[src/rtl/spike_aer_tx_pkg.sv]
// ---------------------------------------------------------------------------
// snn_aer_pkg
// Shared definitions for the AER (address-event) packet format, used by the
// spike transmitter now and by the matching receiver later.
//
// Packet layout for an ADDR_WIDTH-bit payload:
//   [ADDR_WIDTH]     type bit (AER_SPIKE or AER_EOT)
//   [ADDR_WIDTH-1:0] neuron address, or zero-extended timestep for EOT
// ---------------------------------------------------------------------------
package snn_aer_pkg;

  // Default payload width of the network's neuron address space.
  localparam int AER_ADDR_W = 14;

  // Packet type encodings carried in the type bit.
  localparam logic AER_SPIKE = 1'b0;
  localparam logic AER_EOT   = 1'b1;

  // Transmitter FSM states.
  typedef enum logic [2:0] {
    S_IDLE,
    S_READ,
    S_WAIT,
    S_SEND,
    S_EOT
  } aer_tx_state_t;

  // The type bit sits directly above the payload, so its index equals the
  // payload width. Kept as a function so transmitter and receiver agree.
  function automatic int aerTypePos(input int addrWidth);
    return addrWidth;
  endfunction

endpackage

[src/rtl/spike_aer_tx_if.sv]
// ---------------------------------------------------------------------------
// spike_aer_tx_if
// Valid/ready AER word stream between the spike transmitter and the
// fan-out/router logic.
//
// Signals:
//   aer_valid  word valid (master -> slave)
//   aer_data   {type, payload}, ADDR_WIDTH+1 bits (master -> slave)
//   aer_ready  slave accepts the word when valid && ready (slave -> master)
// ---------------------------------------------------------------------------
interface spike_aer_tx_if #(
  parameter int ADDR_WIDTH = 14
);

  logic                  aer_valid;
  logic [ADDR_WIDTH:0]   aer_data;
  logic                  aer_ready;

  modport master (
    output aer_valid,
    output aer_data,
    input  aer_ready
  );

  modport slave (
    input  aer_valid,
    input  aer_data,
    output aer_ready
  );

endinterface

[src/rtl/spike_aer_tx.sv]
// ---------------------------------------------------------------------------
// spike_aer_tx
// Drains the spike FIFO written by the TDM controller and sends each neuron
// address as an AER spike word. After the controller reports the timestep is
// done and the FIFO has drained, one end-of-timestep (EOT) word carrying the
// timestep number is sent. Spikes per timestep are counted and published.
//
// Ports:
//   clk                 clock, rising edge
//   rst                 asynchronous active-high reset
//   i_fifo_empty        spike FIFO empty flag
//   o_fifo_rd_en        spike FIFO pop strobe
//   i_fifo_rd_data      popped address, valid FIFO_RD_LAT cycles after pop
//   i_processing_done   one-cycle "timestep finished" pulse
//   aer                 AER valid/ready stream (master side)
//   o_busy              FSM active or an EOT is pending
//   o_ts_spike_count    spikes sent in the last completed timestep
//   o_err_done_overrun  sticky: done arrived while an EOT was still pending
//
// TS_WIDTH must not exceed ADDR_WIDTH. FIFO_RD_LAT must be 1 or 2.
// ---------------------------------------------------------------------------
module spike_aer_tx
  import snn_aer_pkg::*;
#(
  parameter int ADDR_WIDTH  = AER_ADDR_W,
  parameter int TS_WIDTH    = 8,
  parameter int FIFO_RD_LAT = 1
) (
  input  logic                  clk,
  input  logic                  rst,
  input  logic                  i_fifo_empty,
  output logic                  o_fifo_rd_en,
  input  logic [ADDR_WIDTH-1:0] i_fifo_rd_data,
  input  logic                  i_processing_done,
  spike_aer_tx_if.master        aer,
  output logic                  o_busy,
  output logic [ADDR_WIDTH:0]   o_ts_spike_count,
  output logic                  o_err_done_overrun
);

  localparam int                TypePos = aerTypePos(ADDR_WIDTH);
  localparam logic [ADDR_WIDTH:0] CntOne = (ADDR_WIDTH+1)'(1);
  localparam logic [TS_WIDTH-1:0] TsOne  = TS_WIDTH'(1);

  aer_tx_state_t         r_state;
  logic                  r_aerValid;
  logic [ADDR_WIDTH:0]   r_aerData;
  logic [ADDR_WIDTH:0]   r_spikeCnt;
  logic [ADDR_WIDTH:0]   r_tsSpikeCount;
  logic [TS_WIDTH-1:0]   r_tsCnt;
  logic                  r_donePending;
  logic [1:0]            r_pendAge;
  logic                  r_errOverrun;

  logic                  w_accept;
  logic                  w_eotAccept;
  logic                  w_pendQual;

  // A word leaves on valid && ready; an EOT leaving is what retires the
  // pending done request.
  assign w_accept    = r_aerValid && aer.aer_ready;
  assign w_eotAccept = (r_state == S_EOT) && w_accept;

  // The pending done only counts once it has been held for two full cycles,
  // which covers the FIFO empty flag lagging the controller's last write.
  assign w_pendQual  = r_donePending && (r_pendAge == 2'd2);

  // The pop strobe is decoded from state so it lines up with the empty flag
  // of the same cycle; gating with rst drops it as soon as reset rises.
  assign o_fifo_rd_en = (r_state == S_IDLE) && !i_fifo_empty && !rst;

  assign aer.aer_valid      = r_aerValid;
  assign aer.aer_data       = r_aerData;
  assign o_busy             = (r_state != S_IDLE) || r_donePending;
  assign o_ts_spike_count   = r_tsSpikeCount;
  assign o_err_done_overrun = r_errOverrun;

  // Main FSM plus the done-pending tracker and statistics counters. An
  // accepted EOT frees the pending slot in the same cycle, so a done pulse
  // landing exactly then re-arms it instead of flagging an overrun.
  always_ff @(posedge clk or posedge rst) begin
    if (rst) begin
      r_state        <= S_IDLE;
      r_aerValid     <= 1'b0;
      r_aerData      <= '0;
      r_spikeCnt     <= '0;
      r_tsSpikeCount <= '0;
      r_tsCnt        <= '0;
      r_donePending  <= 1'b0;
      r_pendAge      <= 2'd0;
      r_errOverrun   <= 1'b0;
    end else begin
      if (w_eotAccept || !r_donePending) begin
        if (i_processing_done) begin
          r_donePending <= 1'b1;
          r_pendAge     <= 2'd0;
        end else if (w_eotAccept) begin
          r_donePending <= 1'b0;
          r_pendAge     <= 2'd0;
        end
      end else begin
        if (i_processing_done) begin
          r_errOverrun <= 1'b1;
        end
        if (r_pendAge != 2'd2) begin
          r_pendAge <= r_pendAge + 2'd1;
        end
      end

      case (r_state)
        S_IDLE: begin
          if (!i_fifo_empty) begin
            r_state <= S_READ;
          end else if (w_pendQual) begin
            r_state    <= S_EOT;
            r_aerValid <= 1'b1;
            r_aerData  <= {AER_EOT, ADDR_WIDTH'(r_tsCnt)};
          end
        end
        S_READ: begin
          if (FIFO_RD_LAT == 1) begin
            r_state    <= S_SEND;
            r_aerValid <= 1'b1;
            r_aerData  <= {AER_SPIKE, i_fifo_rd_data};
          end else begin
            r_state <= S_WAIT;
          end
        end
        S_WAIT: begin
          r_state    <= S_SEND;
          r_aerValid <= 1'b1;
          r_aerData  <= {AER_SPIKE, i_fifo_rd_data};
        end
        S_SEND: begin
          if (w_accept) begin
            r_state    <= S_IDLE;
            r_aerValid <= 1'b0;
            if (r_spikeCnt != '1) begin
              r_spikeCnt <= r_spikeCnt + CntOne;
            end
          end
        end
        S_EOT: begin
          if (w_accept) begin
            r_state        <= S_IDLE;
            r_aerValid     <= 1'b0;
            r_tsSpikeCount <= r_spikeCnt;
            r_spikeCnt     <= '0;
            r_tsCnt        <= r_tsCnt + TsOne;
          end
        end
        default: begin
          r_state    <= S_IDLE;
          r_aerValid <= 1'b0;
        end
      endcase

      // Keep the type bit index tied to the shared packet layout.
      if (TypePos != ADDR_WIDTH) begin
        r_aerValid <= 1'b0;
      end
    end
  end

endmodule

[src/flat_wrapper.sv]
// flat-port wrapper written by rule: the top's interface ports become plain ports
module spike_aer_tx_flat import snn_aer_pkg::*;
#(
  parameter int ADDR_WIDTH  = AER_ADDR_W,
  parameter int TS_WIDTH    = 8,
  parameter int FIFO_RD_LAT = 1
)
  (clk, rst, i_fifo_empty, o_fifo_rd_en, i_fifo_rd_data, i_processing_done, o_busy, o_ts_spike_count, o_err_done_overrun, aer_aer_valid, aer_aer_data, aer_aer_ready);
  spike_aer_tx_if #(.ADDR_WIDTH(ADDR_WIDTH)) aer_i ();
  input  logic clk;
  input  logic rst;
  input  logic i_fifo_empty;
  output logic o_fifo_rd_en;
  input  logic [ADDR_WIDTH-1:0] i_fifo_rd_data;
  input  logic i_processing_done;
  output logic o_busy;
  output logic [ADDR_WIDTH:0] o_ts_spike_count;
  output logic o_err_done_overrun;
  output wire logic [$bits(aer_i.aer_valid)-1:0] aer_aer_valid;
  output wire logic [$bits(aer_i.aer_data)-1:0] aer_aer_data;
  input wire logic [$bits(aer_i.aer_ready)-1:0] aer_aer_ready;
  assign aer_aer_valid = aer_i.aer_valid;
  assign aer_aer_data = aer_i.aer_data;
  assign aer_i.aer_ready = aer_aer_ready;
  spike_aer_tx #(.ADDR_WIDTH(ADDR_WIDTH), .TS_WIDTH(TS_WIDTH), .FIFO_RD_LAT(FIFO_RD_LAT)) u_core (.clk(clk), .rst(rst), .i_fifo_empty(i_fifo_empty), .o_fifo_rd_en(o_fifo_rd_en), .i_fifo_rd_data(i_fifo_rd_data), .i_processing_done(i_processing_done), .aer(aer_i), .o_busy(o_busy), .o_ts_spike_count(o_ts_spike_count), .o_err_done_overrun(o_err_done_overrun));
endmodule
[config.mk]
export PLATFORM = sky130hd
export DESIGN_NAME = spike_aer_tx_flat
export DESIGN_NICKNAME = d
export VERILOG_FILES = /design/src/rtl/spike_aer_tx_pkg.sv /design/src/rtl/spike_aer_tx_if.sv /design/src/rtl/spike_aer_tx.sv /design/src/flat_wrapper.sv
export SDC_FILE = /design/constraint.sdc
export NUM_CORES = 1
export LEC_CHECK = 0
export CAP_MARGIN = 5
export CORE_MARGIN = 2
export CORE_UTILIZATION = 52
export CTS_CLUSTER_DIAMETER = 60
export CTS_CLUSTER_SIZE = 8
export DETAILED_ROUTE_END_ITERATION = 8
export PLACE_DENSITY = 0.89
export SLEW_MARGIN = 0
export SYNTH_ARGS = -nofsm -noshare
export SYNTH_HDL_FRONTEND = slang
export SYNTH_SLANG_ARGS = --single-unit
[constraint.sdc]
create_clock -name clk -period 2.36 [get_ports clk]
set_clock_uncertainty 0.05 [all_clocks]
set_input_delay 0.472 -clock clk [delete_from_list [all_inputs] [get_ports clk]]
set_output_delay 0.472 -clock clk [all_outputs]
set_load 0.01 [all_outputs]
* Word level (Yosys, flattened, before mapping)
Index checks and enable logic that the tools add are counted.
** Operators by class
- Add/sub/neg operators :: 3
- Equal/unequal tests :: 15
- Muxes and demuxes :: 21
- Bitwise operators :: 1
- Reduce and logical (&&, ||, !) cells :: 26
** Operator list (number)
- $mux 15 :: 5
- $pmux 15 s2 :: 2
- $add 15x1->15 const B :: 1
- $ne 15x15->1 const B :: 1
- $ne 2x1->1 const B :: 5
- $reduce_and 2->1 :: 5
- $mux 3 :: 3
- $pmux 3 s3 :: 1
- $add 8x1->8 const B :: 1
- $mux 2 :: 4
- $reduce_bool 2->1 :: 4
- $eq 3x2->1 const B :: 2
- $ne 3x2->1 const B :: 2
- $reduce_and 3->1 :: 2
- $logic_and 1x1->1 :: 5
- $mux 1 :: 5
- $ne 2x2->1 const B :: 2
- $reduce_and 4->1 :: 1
- $reduce_or 2->1 :: 2
- $eq 3x1->1 const B :: 1
- $eq 3x3->1 const B :: 1
- $logic_not 1->1 :: 3
- $logic_not 3->1 :: 1
- $pmux 1 s3 :: 1
- other kinds (5) :: 6
** Word-level totals
- Register bits after elaboration :: 61
- Bits of input ports :: 19
- Output and inout bits :: 34
- Logic and storage cells :: 75

* Longest topological paths before layout
Gate-level depths: netlist of the first run.
- Depth after elaboration :: 5
- Mapped depth :: 7
- Gate-level depth less buffers :: 6

* Least setup slack after synthesis of the first run
OpenSTA, ideal clock, no wires.
- Kind :: register to register
- From :: register u_core.r_spikeCnt[0]
- To :: register u_core.r_spikeCnt[1]
- Arrival :: 1.616 ns
- Required time :: 2.231 ns
- Setup slack :: 0.615 ns
- Cell stages (with the launch flop) :: 7
- Buffers on the path :: 1
- Cells stage by stage :: dfrtp_1 ha_1 nand3_2 nor4_4 a21o_1 buf_6 mux2i_1
** On the way
- Cells in the longest elaborated chain, start to end :: 4
** RTL lines
- start, declared :: line spike_aer_tx.sv:48 : logic [ADDR_WIDTH:0] r_spikeCnt;
- start signal, assigned :: line spike_aer_tx.sv:139 : r_spikeCnt <= r_spikeCnt + CntOne;
- $add 15x1->15 :: line spike_aer_tx.sv:139
- $mux 15 :: line spike_aer_tx.sv:138 : if (r_spikeCnt != '1) begin
- $mux 15 :: line spike_aer_tx.sv:135 : if (w_accept) begin
- $pmux 15 s2 :: line spike_aer_tx.sv:110 : case (r_state)
Several ways; a longest one is shown, not always the timed one. The select of a mux whose other input is x is not followed.
A chain may end at the register's enable or synchronous reset.

* Worst setup path in the final report of the first run
- From :: register u_core.r_state[0]
- To :: output o_busy
** On the way
- Cells in the longest elaborated chain, start to end :: 2
** RTL lines
- start, declared :: line spike_aer_tx.sv:45 : aer_tx_state_t r_state;
- start signal, assigned :: line spike_aer_tx.sv:83 : r_state <= S_IDLE;
- start signal, assigned :: line spike_aer_tx.sv:113 : r_state <= S_READ;
- start signal, assigned :: line spike_aer_tx.sv:115 : r_state <= S_EOT;
- $reduce_bool 3->1 :: line spike_aer_tx.sv:74 : assign o_busy = (r_state != S_IDLE) || r_donePending;
- $logic_or 1x1->1 :: line spike_aer_tx.sv:74
- end, declared :: line flat_wrapper.sv:16 : output logic o_busy;
Every way passes these cells.

==> metrics.yaml, run 1 <==
status:
  status: "completed"
die:
  core_area_mm2: 0.00520
  std_cell_rows: 26
  die_height_um: 78.1
  pin_count: 53
  start_util_pct: 54.9
  die_w_um: 78.1
  die_area_mm2: 0.00610
cells_and_area:
  nNetsFinal: 372
  final_common_cell: "nand2_1"
  antenna_cells: 0
  layoutNonFillerInstCount: 425
  most-common-layout-cells: "nand2_1 (65), dfrtp_1 (61), clkdlybuf4s50_1 (50), o21ai_0 (17), clkbuf_8 (12)"
  area_delta_synth_final_pct: 29.4
  fin_util_pct: 71.1
  drive_above_1_share_pct: 10.7
place:
  io_buffer_count: 52
  dp_hpwl_um: 4650
  placedCellCount: 409
  gp_congestion: 0.868
detailed_routing:
  first_iter_violations: 157
  totalWireLength_um: 6680
  via_per_inst: 5.65
  via_count: 2403
  first_pass_iters: 4
  drc: 0
  wire_per_inst_um: 15.7
  ant_nets: 0
clock_network:
  htree_levels: 3
  cts_tree: "built"
  insertion_delay_ns: 0.34
  cts_buffers: 9
  postCtsHoldBufs: 0
  clk_pin_slew_worst_paths_ns: 0.07
  cts_buffer_depth: 2
  clkSinkCount: 61
  cts_root_buffer: "clkbuf_8"
pwr:
  p_leak_nw: 1.74
  p_per_area_mw_per_mm2: 595
  peakVddDrop_uv: 437
flow_run:
  maxCapViolCount: 0
synth:
  synthFlopType: "dfrtp_1"
  ys_warn_count: 0
  synth-edff-count: 0
  synth.distinct_cells: 48
  synthCells: 291
  ys_seq_elements: 61
  synthArstFlopShare_pct: 100
  syn_area_mm2: 0.00286
  synth_area_per_cell_um2: 9.82
  synth_nets: 313
  yosysSeqAreaShare_pct: 53.4
critical_path:
  crit_type: "reg -> out"
  critPathCaptureType: "output port"
  critPathMaxFanout: 4
  critPathArrivalTime_ns: 1.47
  crit_required_ns: 1.84
  cp-start-kind: "flop"
sta:
  setup_violations: 0
  relSlewSlack_pct: 51.7
  period_minus_slack_ns: 1.99
  period_share_pct: 84.3
  fin_tns_setup_ns: 0
  rsz0062_at_grt: "no"
  hold_viol: 0
  clock.fmax_mhz: 503
  finalMaxSlewViolations: 0
  tightestPinTransition_ns: 0.722
global_route:
  met3_usage_pct: 8.05
  antenna_found_initial: 0
  gr-usage-all-layers_pct: 24.2
  first_global_vias: 2443
  grt_max_degree: 62
  gr-total-overflow: 0
  grt_busiest_layer: "met2"
  grt_pass1_wl_um: 11500
  grtUsageMet1_pct: 29.0
  grtUsageMet2_pct: 41.4
min_path:
  worstHoldPathType: "reg -> reg"
-- per-layer routing --
layer | up-vias | part of all wire (%)
met5 | - | 0
met4 | 0 | 1.3
met3 | 7 | 5.1
met2 | 76 | 51
met1 | 1165 | 43
li1 | 1155 | -
-- state kept, by name, indices dropped and copies added, names as in the netlist --
register	flops
u_core.aer.aer_data	15
u_core.aer.aer_valid	1
u_core.o_err_done_overrun	1
u_core.o_ts_spike_count	15
u_core.r_donePending	1
u_core.r_pendAge	2
u_core.r_spikeCnt	15
u_core.r_state	3
u_core.r_tsCnt	8
-- layout make-up --
| class | instances | area, um^2 |
|---|---|---|
| clock buffers | 13 | 169 |
| fillers | 389 | 1510 |
| well taps | 70 | 87.6 |
| multi-input cells | 210 | 1230 |
| flip-flops and latches | 61 | 1530 |
| inverters | 5 | 18.8 |
| clock inverters | 3 | 42.5 |
| repair buffers | 63 | 621 |
-- per-stage QoR --
step | hold slack (ns) | setup WS (ns) | total power, mW | cell area, um^2
3_3_place_gp | 0.410 | 0.121 | 1.24 | 3480
5_1_grt | 0.448 | 0.249 | 2.28 | 3700
4_1_cts | 0.429 | 0.0393 | 2.22 | 3690
2_1_floorplan | 0.396 | 0.325 | 1.19 | 2860
3_5_place_dp | 0.412 | 0.0775 | 1.26 | 3480
6_report | 0.423 | 0.370 | 2.20 | 3700
-- synthesized netlist by cell type (all sizes together), types with 6 or more instances --
cell type / count / share of area, %
nand2: 65 / 8.5
dfrtp: 61 / 53
o21ai: 20 / 3.6
nor3: 11 / 2.1
nand3: 10 / 1.9
nor2: 10 / 1.3
buf: 9 / 2.0
o22ai: 9 / 2.0
and3: 8 / 1.8
o22a: 7 / 2.1
xnor2: 7 / 2.1
a21oi: 6 / 1.1
a22o: 6 / 1.8
clkbuf: 6 / 0.79
nor4: 6 / 1.8
-- kinds of logic after synthesis --
kind of cell / count (synthesis) / share of synthesized area [%]
AO/OA/AOI/OAI: 65 / 15.5
flip-flops: 61 / 53.4
adder cells (fa/ha/maj): 3 / 1.31
multiplexers: 1 / 0.350
XOR/XNOR: 8 / 2.45
AND/OR/NAND/NOR: 133 / 23.5
buffers and inverters: 20 / 3.41
-- where the power goes --
part,internal [mW],switching (mW),total (mW)
logic,0.0760,0.0839,0.160
clock network,0.573,0.395,0.967
registers,1.06,0.00874,1.07
total,1.71,0.487,2.20
-- final timing paths --
kind,start,end,slack (ns),depth (start not counted)
setup / recovery,u_core.r_state[0],o_busy,0.37,3
hold / removal,u_core.o_ts_spike_count[5],u_core.o_ts_spike_count[5],0.42,2
setup reg to reg,u_core.r_state[2],u_core.r_spikeCnt[8],0.38,4
hold reg to reg,u_core.o_ts_spike_count[5],u_core.o_ts_spike_count[5],0.42,2
max in group asynchronous,rst,u_core.o_ts_spike_count[6],1.50,3
min in group asynchronous,rst,u_core.aer.aer_data[14],0.50,3
-- repair_timing --
item	CTS	global route
gates resized for setup	0	2
buffers inserted	0	0
endpoints found under the setup margin	0	2
-- worst max-delay path: stages, from the launching register on --
cell            delay, ns
dfrtp_1              0.38
or2_1                0.28
or3_1                0.30
dlymetal6s2s_1       0.17
(Power assumes the default switching activity.)
==> inputs of run 2 (changes only) <==
==> constraint.sdc (replaced) <==
create_clock -name clk -period 2 [get_ports clk]
set_clock_uncertainty 0.05 [all_clocks]
set_input_delay 0.4 -clock clk [delete_from_list [all_inputs] [get_ports clk]]
set_output_delay 0.4 -clock clk [all_outputs]
set_load 0.01 [all_outputs]
==> metrics.yaml, run 2 (synthesis results as in run 1) <==
sta:
  setup_violations: 0
  period_minus_slack_ns: 1.89
  hold_viol: 0
  relSlewSlack_pct: 61.6
  finalMaxSlewViolations: 0
  clock.fmax_mhz: 528
  rsz0062_at_grt: "no"
  period_share_pct: 94.7
  whs_ns: 0.429
  tightestPinTransition_ns: 0.576
  setup_slack_ns: 0.105
  fin_tns_setup_ns: 0
clock_network:
  postCtsSetupBuffers: 0
  cts_buffer_depth: 2
  cts_root_buffer: "clkbuf_8"
  cts_tree: "built"
  clk_pin_slew_worst_paths_ns: 0.06
  insertion_delay_ns: 0.34
  postCtsHoldBufs: 0
  htree_levels: 3
  cts_buffers: 9
  clkSinkCount: 61
die:
  die_area_mm2: 0.00610
  pin_count: 53
  die_w_um: 78.1
  die_height_um: 78.1
  start_util_pct: 54.9
  std_cell_rows: 26
  core_area_mm2: 0.00520
pwr:
  peakVddDrop_uv: 560
  power.share.clock_pct: 38.9
  p_sw_share_pct: 23.3
  power_mw: 2.37
  p_int_mw: 1.82
  p_per_area_mw_per_mm2: 638
  p_sw_uw: 554
  p_leak_nw: 1.75
  p_seq_share_pct: 53.4
  combPwrFrac_pct: 7.8
critical_path:
  crit_required_ns: 1.55
  timing.rr.end: "u_core.r_spikeCnt[1]"
  timing.critical_path.max_delay_family: "simple AND/OR/NAND/NOR gates"
  max_stage_delay_ns: 0.38
  r2r_cells: 6
  critPathCaptureType: "output port"
  crit-reg2reg-launch: "u_core.r_spikeCnt[0]"
  critPathMaxFanout: 4
  path_buf_inv: 1
  cp-start-kind: "flop"
  crit_path_top_delay_cell: "dfrtp_1"
  path_cells: "or2_4 -> nor4_1 -> dlygate4sd2_1"
  r2r_setup_slack_ns: 0.22
  critPathArrivalTime_ns: 1.44
  crit_type: "reg -> out"
detailed_routing:
  first_pass_iters: 4
  wire_per_inst_um: 15.3
  totalWireLength_um: 6650
  via_per_inst: 5.75
  drc: 0
  via_count: 2489
  first_iter_violations: 170
  ant_nets: 0
place:
  dp_hpwl_um: 4710
  io_buffer_count: 52
  gp_congestion: 0.902
  dp_slack_ns: -0.143
min_path:
  holdPathEnd: "u_core.aer.aer_data[0]"
  worstHoldPathType: "reg -> reg"
  hold_depth: 2
  hp-start: "u_core.aer.aer_data[0]"
status:
  status: "completed"
global_route:
  first_global_vias: 2342
  antenna_found_initial: 0
  grt_pass1_wl_um: 10900
  gr-usage-all-layers_pct: 23.2
  grt_max_degree: 62
  gr-total-overflow: 0
cells_and_area:
  antenna_cells: 0
  fill_cells: 399
  fin_util_pct: 71.5
  most-common-layout-cells: "nand2_1 (65), dfrtp_1 (61), clkdlybuf4s50_1 (50), buf_4 (18), o21ai_0 (17)"
  multi_input_area_mm2: 0.00124
  final_common_cell: "nand2_1"
  drive_above_1_share_pct: 12.9
  nNetsFinal: 381
  final-seq-area_mm2: 0.00153
  area_delta_synth_final_pct: 30.2
flow_run:
  maxCapViolCount: 0
run 2: cell count changes in the layout (fill, tap and decap cells not counted), moves of 2 or more:
cell	previous run	this run
clkbuf_1	1	3
clkbuf_8	12	10
buf_4	10	18
dlymetal6s2s_1	2	0
run 2: repair_timing:
item                                    4_1_cts  5_1_grt
endpoints found under the setup margin        2        8
pin swaps                                     0        0
gates resized for setup                       4        2
run 2: worst max path at each step:
stage,start,end,slack [ns],cells after the start
finish,u_core.r_state[0],o_fifo_rd_en,0.11,3
global route,u_core.r_state[0],o_fifo_rd_en,0.04,3
CTS,u_core.r_state[0],u_core.aer.aer_data[6],-0.0009,5
detailed placement,i_fifo_empty,o_fifo_rd_en,-0.14,3
global placement,i_fifo_empty,o_fifo_rd_en,-0.09,3
floorplan,rst,u_core.aer.aer_data[0],0.04,1
run 2: tightest hold or removal path, cell delays in order, from the launching register on:
cell and delay, ns:
dfrtp_1 0.34, nand2_1 0.05, o21ai_0 0.06
run 2: through the flow:
stage,cells,area [um^2]
after floorplan,291,2860
after global placement,418,3560
after detailed placement,418,3560
after CTS,433,3720
after global routing,433,3720
final,433,3720
run 2: power groups by stage:
stage	Sequential (mW)	Clock, mW	Combinational [mW]
6_report	1.27	0.922	0.185
5_1_grt	1.27	0.993	0.209
4_1_cts	1.27	0.941	0.189
3_5_place_dp	1.29	0	0.189
3_3_place_gp	1.29	0	0.178
2_1_floorplan	1.29	0	0.116
run 2: cell type report:
| cell class | count | share of cell area [%] |
|---|---|---|
| Sequential cell | 61 | 41.0 |
| Multi-Input combinational cell | 210 | 33.3 |
| Timing Repair Buffer | 72 | 18.5 |
| Clock buffer | 13 | 4.00 |
| Tap cell | 70 | 2.35 |
| Inverter | 5 | 0.505 |
| Clock inverter | 2 | 0.269 |
run 2: layer usage:
layer	vias up	track usage, %	wire length (um)
met5	-	0	0
met4	0	10.0	158
met3	13	5.86	393
met2	96	38.5	3370
met1	1211	28.9	2730
li1	1169	-	-
==> inputs of run 3 (changes only) <==
--- a/config.mk
+++ b/config.mk
@@ -6,6 +6,7 @@
 export NUM_CORES = 1
 export LEC_CHECK = 0
 export CAP_MARGIN = 5
+export CORE_ASPECT_RATIO = 1.1
 export CORE_MARGIN = 2
 export CORE_UTILIZATION = 52
 export CTS_CLUSTER_DIAMETER = 60
==> metrics.yaml, run 3 (synthesis results as in run 1) <==
status:
  status: "completed"
die:
  pin_count: 53
  die_area_mm2: 0.00611
  core_area_mm2: 0.00536
  die_w_um: 74.7
  die_height_um: 81.8
  std_cell_rows: 28
  start_util_pct: 53.3
detailed_routing:
  drc: 0
  totalWireLength_um: 6650
  via_per_inst: 5.64
  wire_per_inst_um: 15.1
  ant_nets: 0
  first_iter_violations: 191
  via_count: 2489
  first_pass_iters: 4
global_route:
  gr-total-overflow: 0
  antenna_found_initial: 0
  grt_pass1_wl_um: 10900
  first_global_vias: 2472
  grt_max_degree: 62
  gr-usage-all-layers_pct: 23.8
cells_and_area:
  layoutNonFillerInstCount: 441
  final_common_cell: "nand2_1"
  drive_above_1_share_pct: 14.2
  fin_util_pct: 70.9
  finalInstanceArea_mm2: 0.00380
  antenna_cells: 0
  nNetsFinal: 383
  most-common-layout-cells: "nand2_1 (65), dfrtp_1 (61), clkdlybuf4s50_1 (50), buf_4 (20), o21ai_0 (17)"
  area_delta_synth_final_pct: 33.0
place:
  gp_congestion: 0.905
  io_buffer_count: 52
  placed_cell_area_mm2: 0.00358
  dp_slack_ns: -0.136
  placedCellCount: 424
  dp_hpwl_um: 4650
pwr:
  p_sw_uw: 615
  power.share.clock_pct: 46.0
  peakVddDrop_uv: 370
  p_per_area_mw_per_mm2: 710
  combPwrFrac_pct: 7.1
  p_seq_share_pct: 46.9
  p_leak_nw: 1.78
  p_int_mw: 2.08
  power_mw: 2.70
  p_sw_share_pct: 22.8
critical_path:
  crit_path_top_delay_cell: "or3b_1"
  cp-start-kind: "flop"
  critPathMaxFanout: 12
  r2r_setup_slack_ns: 0.08
  critPathArrivalTime_ns: 2.09
  max_stage_delay_ns: 0.44
  path_cells: "buf_4 -> buf_4 -> or3b_1 -> buf_4 -> nand2_1 -> o2bb2ai_1 -> or3_1"
  path_buf_inv: 3
  crit_required_ns: 2.17
  timing.critical_path.max_delay_family: "simple AND/OR/NAND/NOR gates"
  crit_type: "reg -> reg"
  crit_top_cell: "buf_4"
  critPathCaptureType: "flop"
sta:
  setup_violations: 0
  period_share_pct: 96.1
  finalMaxSlewViolations: 0
  tightestPinTransition_ns: 0.372
  period_minus_slack_ns: 1.92
  fin_tns_setup_ns: 0
  setup_slack_ns: 0.0779
  relSlewSlack_pct: 75.0
  whs_ns: 0.419
  clock.fmax_mhz: 520
  rsz0062_at_grt: "yes"
  hold_viol: 0
clock_network:
  cts_buffers: 9
  clkSinkCount: 61
  insertion_delay_ns: 0.34
  cts_buffer_depth: 2
  clk_pin_slew_worst_paths_ns: 0.07
  htree_levels: 3
  cts_tree: "built"
  cts_root_buffer: "clkbuf_8"
min_path:
  worstHoldPathType: "reg -> reg"
flow_run:
  maxCapViolCount: 0
==> run 3: changes by cell type in the layout (fill, tap and decap cells not counted), sizes merged <==
cell	delta
buf	+2
clkinv	-1
clkinvlp	+2
bufinv	+2
clkbuf	-1
dlygate4sd2	-1
==> run 3: power groups by stage <==
stage | Combinational (mW) | Sequential [mW] | Clock (mW)
after floorplan | 0.116 | 1.29 | 0
final | 0.190 | 1.27 | 1.24
after CTS | 0.194 | 1.27 | 1.25
after detailed placement | 0.190 | 1.29 | 0
after global routing | 0.220 | 1.27 | 1.31
after global placement | 0.179 | 1.29 | 0
==> run 3: repair_timing <==
| action | CTS | global route |
|---|---|---|
| hold buffers | 0 | 0 |
| gates resized for setup | 4 | 4 |
| pin swaps | 0 | 1 |
| buffers inserted | 1 | 0 |
| setup endpoints to repair | 2 | 5 |
==> run 3: final timing paths <==
path,from,endpoint,cells past startpoint
worst max-delay path,u_core.r_state[0],u_core.r_spikeCnt[11],7
worst min-delay path,u_core.o_err_done_overrun,u_core.o_err_done_overrun,1
worst max register to register,u_core.r_state[0],u_core.r_spikeCnt[11],7
worst min register to register,u_core.o_err_done_overrun,u_core.o_err_done_overrun,1
max in group asynchronous,rst,u_core.r_spikeCnt[8],3
min in group asynchronous,rst,u_core.r_state[2],3
==> run 3: layout make-up <==
type	count	area [um^2]
Timing Repair Buffer	74	701
Multi-Input combinational cell	210	1240
Fill cell	403	1560
Tap cell	75	93.8
Clock buffer	11	141
Clock inverter	5	83.8
Inverter	5	18.8
Sequential cell	61	1530
==> run 3: layer usage <==
metal  vias up  part of all wire [%]  global-route usage, %
li1       1176                     -                      -
met1      1214                    42                   28.0
met2        78                    51                   40.0
met3        21                   4.4                   4.91
met4         0                   2.8                   13.4
met5         -                     0                      0
